### src/rtl/fetch_stage_pkg.sv
// rtl/fetch_stage_pkg.sv - shared constants and types for the fetch stage
// Purpose: bubble word, default reset PC, fetch state encoding and the
//          opcode values the decoder uses for HALT and J.
package fetch_stage_pkg;

  localparam logic [31:0] NOP_INSTR        = 32'h0000_0000;
  localparam logic [31:0] DEFAULT_RESET_PC = 32'h0000_0000;

  localparam logic [5:0] OPC_HALT = 6'b111111;
  localparam logic [5:0] OPC_J    = 6'b000010;

  typedef enum logic {
    RUN    = 1'b0,
    HALTED = 1'b1
  } fetch_state_e;

endpackage

### src/rtl/fetch_stage_if_id_reg.sv
// rtl/fetch_stage_if_id_reg.sv - IF/ID pipeline register with enable and bubble
// Purpose: holds the fetched instruction, its PC+4 and a valid flag for decode.
// Ports:
//   clk, rst          clock, asynchronous active-high reset
//   en                load instr_in/pc_plus4_in (valid=1) on the edge
//   bubble            load a bubble (NOP, 0, valid=0); overrides en
//   instr_in          instruction word from instruction memory
//   pc_plus4_in       PC+4 of that instruction
//   instr_out         registered instruction
//   pc_plus4_out      registered PC+4
//   valid_out         1 = real instruction, 0 = bubble
module if_id_reg
  import fetch_stage_pkg::*;
#(
  parameter int PC_WIDTH    = 32,
  parameter int INSTR_WIDTH = 32
) (
  input  logic                   clk,
  input  logic                   rst,
  input  logic                   en,
  input  logic                   bubble,
  input  logic [INSTR_WIDTH-1:0] instr_in,
  input  logic [PC_WIDTH-1:0]    pc_plus4_in,
  output logic [INSTR_WIDTH-1:0] instr_out,
  output logic [PC_WIDTH-1:0]    pc_plus4_out,
  output logic                   valid_out
);

  localparam logic [INSTR_WIDTH-1:0] BUBBLE_INSTR = INSTR_WIDTH'(NOP_INSTR);

  logic [INSTR_WIDTH-1:0] ifid_instr_q, ifid_instr_d;
  logic [PC_WIDTH-1:0]    ifid_pc4_q, ifid_pc4_d;
  logic                   ifid_valid_q, ifid_valid_d;

  always_comb begin
    ifid_instr_d = ifid_instr_q;
    ifid_pc4_d   = ifid_pc4_q;
    ifid_valid_d = ifid_valid_q;
    // Bubble wins over enable so a flush still lands while the stage is stalled.
    if (bubble) begin
      ifid_instr_d = BUBBLE_INSTR;
      ifid_pc4_d   = '0;
      ifid_valid_d = 1'b0;
    end else if (en) begin
      ifid_instr_d = instr_in;
      ifid_pc4_d   = pc_plus4_in;
      ifid_valid_d = 1'b1;
    end
  end

  always_ff @(posedge clk or posedge rst) begin
    if (rst) begin
      ifid_instr_q <= BUBBLE_INSTR;
      ifid_pc4_q   <= '0;
      ifid_valid_q <= 1'b0;
    end else begin
      ifid_instr_q <= ifid_instr_d;
      ifid_pc4_q   <= ifid_pc4_d;
      ifid_valid_q <= ifid_valid_d;
    end
  end

  assign instr_out    = ifid_instr_q;
  assign pc_plus4_out = ifid_pc4_q;
  assign valid_out    = ifid_valid_q;

endmodule

### src/rtl/fetch_stage.sv
// rtl/fetch_stage.sv - MIPS instruction-fetch stage with HALT freeze
// Purpose: PC register, next-PC selection (sequential/branch/jump), RUN/HALTED
//          state machine and the IF/ID register feeding decode.
// Ports:
//   clk, rst                 clock, asynchronous active-high reset
//   imem_addr / imem_rdata   instruction-memory address (= PC) and read data
//   stall_f, flush_d         hazard-unit stall and IF/ID flush
//   pcsrc_d, pc_branch_d     taken branch and its target
//   jump_d, pc_jump_d        jump and its target
//   pc_load_d                0 = HALT opcode sitting in decode
//   instr_d, pc_plus4_d, valid_d   IF/ID contents
//   halted                   fetch frozen until reset
module fetch_stage
  import fetch_stage_pkg::*;
#(
  parameter int                   PC_WIDTH    = 32,
  parameter int                   INSTR_WIDTH = 32,
  parameter logic [PC_WIDTH-1:0]  RESET_PC    = PC_WIDTH'(DEFAULT_RESET_PC)
) (
  input  logic                   clk,
  input  logic                   rst,
  output logic [PC_WIDTH-1:0]    imem_addr,
  input  logic [INSTR_WIDTH-1:0] imem_rdata,
  input  logic                   stall_f,
  input  logic                   flush_d,
  input  logic                   pcsrc_d,
  input  logic [PC_WIDTH-1:0]    pc_branch_d,
  input  logic                   jump_d,
  input  logic [PC_WIDTH-1:0]    pc_jump_d,
  input  logic                   pc_load_d,
  output logic [INSTR_WIDTH-1:0] instr_d,
  output logic [PC_WIDTH-1:0]    pc_plus4_d,
  output logic                   valid_d,
  output logic                   halted
);

  localparam logic [PC_WIDTH-1:0] ALIGN_MASK = ~PC_WIDTH'(3);
  localparam logic [PC_WIDTH-1:0] PC_STEP    = PC_WIDTH'(4);

  fetch_state_e        state_q, state_d;
  logic [PC_WIDTH-1:0] pc_q, pc_d;
  logic [PC_WIDTH-1:0] pc_plus4;
  logic                halt_evt;
  logic                ifid_en;
  logic                ifid_bubble;

  assign pc_plus4 = pc_q + PC_STEP;

  // A bubble in decode carries no opcode, so pc_load_d only counts when valid.
  assign halt_evt = (state_q == RUN) & valid_d & ~pc_load_d & ~stall_f;

  always_comb begin
    state_d     = state_q;
    pc_d        = pc_q;
    ifid_en     = 1'b0;
    ifid_bubble = 1'b0;
    // HALTED falls through the defaults: PC and IF/ID frozen, all inputs ignored.
    if (state_q == RUN) begin
      if (stall_f) begin
        ifid_bubble = flush_d;
      end else if (halt_evt) begin
        state_d     = HALTED;
        ifid_bubble = 1'b1;
      end else begin
        ifid_en     = 1'b1;
        ifid_bubble = flush_d;
        if (jump_d) begin
          pc_d = pc_jump_d & ALIGN_MASK;
        end else if (pcsrc_d) begin
          pc_d = pc_branch_d & ALIGN_MASK;
        end else begin
          pc_d = pc_plus4;
        end
      end
    end
  end

  always_ff @(posedge clk or posedge rst) begin
    if (rst) begin
      state_q <= RUN;
      pc_q    <= RESET_PC;
    end else begin
      state_q <= state_d;
      pc_q    <= pc_d;
    end
  end

  if_id_reg #(
    .PC_WIDTH    (PC_WIDTH),
    .INSTR_WIDTH (INSTR_WIDTH)
  ) u_if_id_reg (
    .clk          (clk),
    .rst          (rst),
    .en           (ifid_en),
    .bubble       (ifid_bubble),
    .instr_in     (imem_rdata),
    .pc_plus4_in  (pc_plus4),
    .instr_out    (instr_d),
    .pc_plus4_out (pc_plus4_d),
    .valid_out    (valid_d)
  );

  assign imem_addr = pc_q;
  assign halted    = (state_q == HALTED);

endmodule

### config.mk
export PLATFORM = sky130hd
export DESIGN_NAME = fetch_stage
export DESIGN_NICKNAME = d
export VERILOG_FILES = /design/src/rtl/fetch_stage_pkg.sv /design/src/rtl/fetch_stage_if_id_reg.sv /design/src/rtl/fetch_stage.sv
export SDC_FILE = /design/constraint.sdc
export NUM_CORES = 1
export LEC_CHECK = 0
export CORE_MARGIN = 8
export CORE_UTILIZATION = 35
export CTS_BUF_LIST = sky130_fd_sc_hd__clkbuf_16
export DETAILED_ROUTE_END_ITERATION = 16
export PLACE_DENSITY = 0.67
export SETUP_SLACK_MARGIN = 0.3
export SLEW_MARGIN = 30
export SYNTH_ARGS = -nofsm -noshare
export SYNTH_HDL_FRONTEND = slang
export SYNTH_SLANG_ARGS = --single-unit
### constraint.sdc
create_clock -name clk -period 3.82 [get_ports clk]
set_input_delay 0.955 -clock clk [delete_from_list [all_inputs] [get_ports clk]]
set_output_delay 0.955 -clock clk [all_outputs]
set_load 0.1 [all_outputs]
==> impl_metrics.yaml <==
status:
  result_of_the_run: "complete, no violations"
floorplan:
  effective_utilization_at_floorplan_pct: 35.4
  placeableCoreArea_sq_um: 14400
  dieArea_sq_um: 18700
  floorplan.die.height_um: 137
  die_x_um: 137
  number_of_ports_placed_on_the_die_boundary: 201
  floorplan.rows: 44
clock_tree:
  cts_tree: "built"
  cts_post_setup_buffers_inserted: 0
  cts_buffers: 9
  post_cts_resized: 0
  cts_root_buf: "clkbuf_16"
  cts.reportedPaths.clkPinSlew_ps: 80
  cts.path.max_buffers: 2
  worstSkewPairLatency_ps: 350
  cts-htree-levels: 3
  cts.hold.buffers_added: 0
  clock_sinks: 95
sta:
  finClkSkew_ps: 9.66
  tightestPinTransition_ps: 1020
  fmax_mhz: 348
  clock_period_minus_worst_slack_ps: 2880
  timing.final.setup_violations: 0
  report.final.slew_viol_count: 0
  finalSetupTns_ps: 0
  hold_viol_final: 0
  min_period_over_period_pct: 75.3
  rsz_0062_raised_after_global_routing: "no"
  maxSlewHeadroom_pct: 32.0
pwr:
  report.power.total_uw: 7290
  cellPowerDensity_nw_per_um2: 987
  cellLeakagePower_uw: 0.00299
  peakVddDrop_uv: 722
global_routing:
  globalRouteTotalUtil_pct: 19.1
  global_route_wire_length_before_repair_mm: 28.0
  via_count_of_the_first_global_routing_pass: 5010
  grt.overflow.total: 0
  antenna_found_initial: 1
  grt_start_max_net_pins: 54
detailed_routing:
  post_drt_wl_per_cell_um: 20.6
  drt-vias-per-instance: 5.70
  vias: 5064
  drtIter0Drc: 479
  route.detailed.drc: 0
  drt_wl_total_mm: 18.3
  postRouteAntennaNets: 0
  firstDrtPassIters: 5
place:
  port_buffers: 194
  place_hpwl_mm: 13.5
  finalWeightedCongestion: 0.892
layout:
  fillers: 1314
  drive_above_1_share_pct: 12.1
  synthToLayoutAreaGrowth_pct: 45.0
  finalNetCount: 802
synthesis:
  post_synth_cell_types: 55
  synth-edff-count: 0
  yosys_warnings: 0
  synth_area_leaders: "dfrtp_1, a22o_1, o211ai_1, nand2_1, nand3_1"
  async_flop_share_pct: 100
  netlist.top_cell.by_area: "dfrtp_1"
  yosysSeqAreaShare_pct: 46.7
  postSynthRegisterBits: 95
  synthesis.area_per_instance_sq_um: 9.62
  netlist_instances: 529
  ys.flop_type: "dfrtp_1"
  synthesis.area_sq_um: 5090
  synth_top_area_share_pct: 46.7
run:
  max_cap_violations: 0
worst_setup_path:
  setup.worst_path.start_class: "input port"
  cp.required_ps: 4080
  arrival_ps: 3140
  r2r.worst_path.cells: 4
  worst-path-max-fanout: 21
  timing.critical_path.to_type: "flip-flop"
  timing_worst_setup_path_type: "input port to flip-flop"
min_path:
  min-delay-path-class: "flip-flop to flip-flop"
  worst_hold_path.num_cells: 2
synth_stat cells, types with 3 or more instances:
cell / number
o311ai_0: 5
o211ai_1: 30
xnor2_1: 7
or3_1: 7
nand2b_1: 5
nor3_1: 7
a221o_1: 3
nand2_1: 47
mux2i_1: 13
inv_1: 12
o31a_1: 3
buf_2: 6
o31ai_1: 5
nor2_1: 27
buf_4: 4
dfrtp_1: 95
nand4_1: 16
o21ai_0: 22
or4_1: 13
xor2_1: 4
or4b_1: 3
o21a_1: 4
clkbuf_1: 38
a22o_1: 52
or2_2: 6
a21oi_1: 20
nand3_1: 29
nor4_1: 9
per-layer routing:
| metal | vias to the layer above | share of wire (%) | track usage [%] |
|---|---|---|---|
| met5 | - | 0 | 0 |
| met4 | 0 | 2.5 | 9.21 |
| met3 | 27 | 7.9 | 4.00 |
| met2 | 223 | 48 | 30.2 |
| met1 | 2477 | 41 | 24.4 |
| li1 | 2337 | - | - |
where the power goes:
part           leakage [uW]  internal, uW  switching, uW  total, uW
clock              0.000145           515            422        938
sequential          0.00118          1380            394       1780
combinational       0.00167          1040           3540       4570
state kept, by name (all words and copies together) (netlist names):
signal and count:
imem_addr 30, u_if_id_reg.instr_out 32, u_if_id_reg.pc_plus4_out 31, halted 1, u_if_id_reg.valid_out 1
area by class of cell:
| class | count | area, sq um | share of cell area, % |
|---|---|---|---|
| timing repair buffer | 209 | 1970 | 26.7 |
| tap | 184 | 230 | 3.12 |
| multi-input combinational | 371 | 2450 | 33.2 |
| antenna | 1 | 2.50 | 0.0339 |
| inverter | 12 | 47.5 | 0.644 |
| clock inverter | 7 | 76.3 | 1.03 |
| sequential | 95 | 2380 | 32.2 |
| clock buffer | 9 | 225 | 3.05 |
worst max-delay path, cell delays in order:
cell	delay, ps
clkdlybuf4s50_1	650
buf_4	340
nor2_1	730
o311ai_0	290
o211ai_1	160
cell usage in the layout (no fill, tap or decap), types with 13 or more instances in the layout:
cell and n:
o211ai_1 30, buf_4 53, dfrtp_1 95, or4_1 13, nand4_1 16, nand3_1 29, o21ai_0 22, nand2_1 47
mux2i_1 13, a22o_1 52, clkdlybuf4s50_1 153, a21oi_1 20, nor2_1 26
cell families (layout without fill, tap and decap cells):
family                     count (synthesis)  after routing  synth area share, %
and+or+nand+nor                          180            180                 18.9
other                                      1              3               0.0737
muxes                                     13             13                 2.56
AOI/OAI and AO/OA                        164            164                 24.2
buffers and inverters                     64            237                 5.46
DFF                                       95             95                 46.7
xor gates and xnor gates                  11             11                 1.89
adders and majority gates                  1              1                0.246
through the flow:
stage | setup WS, ps | util (%) | hold slack [ps] | cells | area, sq um
floorplan | 388 | - | 962 | 530 | 5090
CTS | 948 | 51.4 | 484 | 887 | 7380
global placement | 709 | 49.3 | 466 | 871 | 7080
global route | 875 | 51.4 | 516 | 888 | 7380
detailed placement | 655 | 49.3 | 465 | 871 | 7080
finish | 944 | 51.4 | 481 | 888 | 7380
worst paths after layout:
check,from,end,slack (ps)
setup reg to reg,imem_addr[2],imem_addr[29],1330
max in group asynchronous,rst,u_if_id_reg.instr_out[17],2100
hold / removal,u_if_id_reg.pc_plus4_out[9],u_if_id_reg.pc_plus4_out[9],480
min in group asynchronous,rst,u_if_id_reg.instr_out[26],1020
setup / recovery,pcsrc_d,imem_addr[29],940
hold reg to reg,u_if_id_reg.pc_plus4_out[9],u_if_id_reg.pc_plus4_out[9],480
Power figures use the tool's default switching activity.
==> patch: new RTL, same flow settings <==
`INSTR_WIDTH` is set to 32 in 2 places; all go to 48.
--- a/src/rtl/fetch_stage_if_id_reg.sv
+++ b/src/rtl/fetch_stage_if_id_reg.sv
@@ -15,3 +15,3 @@
   parameter int PC_WIDTH    = 32,
-  parameter int INSTR_WIDTH = 32
+  parameter int INSTR_WIDTH = 48
 ) (
--- a/src/rtl/fetch_stage.sv
+++ b/src/rtl/fetch_stage.sv
@@ -16,3 +16,3 @@
   parameter int                   PC_WIDTH    = 32,
-  parameter int                   INSTR_WIDTH = 32,
+  parameter int                   INSTR_WIDTH = 48,
   parameter logic [PC_WIDTH-1:0]  RESET_PC    = PC_WIDTH'(DEFAULT_RESET_PC)
Interface: changed (resized imem_rdata and instr_d); port bits go from 201 to 233. No check against the original RTL was run, so the function may have changed too.
==> patch against the unedited design <==
- register-to-register slack improved by 170 ps
- routed wire length is 6.4% higher
- first-iteration DRC count shrank 18%
- final area grew 8.2%
- critical path depth down 4
- setup slack worse by 39 ps
- sequential cell count up 16
- non-clock buffer count is 28 higher
- sequential share of layout area grew 2.6 points
- via count rose by 0.45%
- area after synthesis increased by 4.8%
- highest routed layer unchanged
Power is left out: the tool's default activity adds up to more than one toggle a clock period on the data nets, which glitch-free logic cannot reach.
==> patch: results (changes against the unedited design) <==
- Outcome: finished, final reports clean (unchanged).
- Share of layout cells above drive strength 1: 10.0% (was 12.1%)
- The number of different library cells in the post-synthesis netlist was 49 (was 55).
* Placer Congestion: 0.860 (was 0.892)
- First-pass GRT wire length: 30500 um (was 28000 um)
* Antenna violations before repair: 0 (was 1)
* Antenna diode count: 0 (was 1)
- Fin. max-slew vios: 0 (unchanged)
- The flip-flop count of the largest register, all copies and words added came to 48 (was 32).
* Total met3 wirelength after detailed routing: 1670 um (was 1440 um)
- The via count of the first global-routing pass came to 5088 (was 5010).
* Drt first-iter violations: 394 (was 479)
- Path depth of the worst reg2reg path: 6 (was 4)
* GR Util met3: 5.57% (was 4.00%)
* Top cells by area in the synthesized netlist: sky130_fd_sc_hd__dfrtp_1, sky130_fd_sc_hd__a22o_1, sky130_fd_sc_hd__a21oi_1 (was sky130_fd_sc_hd__dfrtp_1, sky130_fd_sc_hd__a22o_1, sky130_fd_sc_hd__o211ai_1)
- The multiplexer share of the synthesized area came to 0.938% (was 2.56%).
- The net count reported at finish is 853 (was 802).
- List of most frequent post-synthesis cells: sky130_fd_sc_hd__dfrtp_1, sky130_fd_sc_hd__a22o_1, sky130_fd_sc_hd__nand2_1 (unchanged)
* Skew final: 8.96 ps (was 9.66 ps)
* Wl on met1: 8500 um (was 7530 um)
- The final HPWL from detailed placement came to 14200 um (was 13500 um).
- Fraction of met2 tracks used by global routing: 31.0% (was 30.2%)
- The critical-path cell with the highest stage delay was sky130_fd_sc_hd__clkdlybuf4s50_1 (was sky130_fd_sc_hd__nor2_1).
* Total Routed Length: 19400 um (was 18300 um)
- Adder-Cell Fraction of Synth Area: 0.234% (was 0.246%)
* Largest net degree at the start of global routing: 112 (was 54)
* Worst path arrival time: 1960 ps (was 3140 ps)
- Number of search-and-repair iterations in the first detailed-routing pass: 4 (was 5)
- The post-detailed-route via-to-cell ratio is 5.49 (was 5.70).
* Crit path largest cell delay: 1170 ps (was 730 ps)
- Slew of the pin with the lowest slew margin: 1040 ps (was 1020 ps)
## patch: worst paths after layout
path	to	from	slack, ps
min in group asynchronous	u_if_id_reg.instr_out[41]	rst	1120
worst max-delay path	imem_addr[3]	imem_addr[3]	910
worst min-delay path	u_if_id_reg.pc_plus4_out[2]	u_if_id_reg.pc_plus4_out[2]	480
worst min register to register	u_if_id_reg.pc_plus4_out[2]	u_if_id_reg.pc_plus4_out[2]	480
worst max register to register	imem_addr[30]	imem_addr[2]	1500
max in group asynchronous	imem_addr[17]	rst	2240
## patch: through the flow
stage	cell area, sq um	std cells	hold slack (ps)	worst slack (ps)
finish	7990	926	483	905
global route	7990	926	511	859
CTS	7990	926	492	880
detailed placement	7690	910	474	728
global placement	7690	910	467	766
floorplan	5340	529	971	1210
## patch: layout make-up
type / count / area, sq um
fillers: 1361 / 7040
flip-flops and latches: 111 / 2780
inverters: 13 / 52.6
repair buffers: 237 / 2280
clock inverters: 7 / 77.6
multi-input cells: 361 / 2350
clock buffers: 9 / 225
well taps: 188 / 235
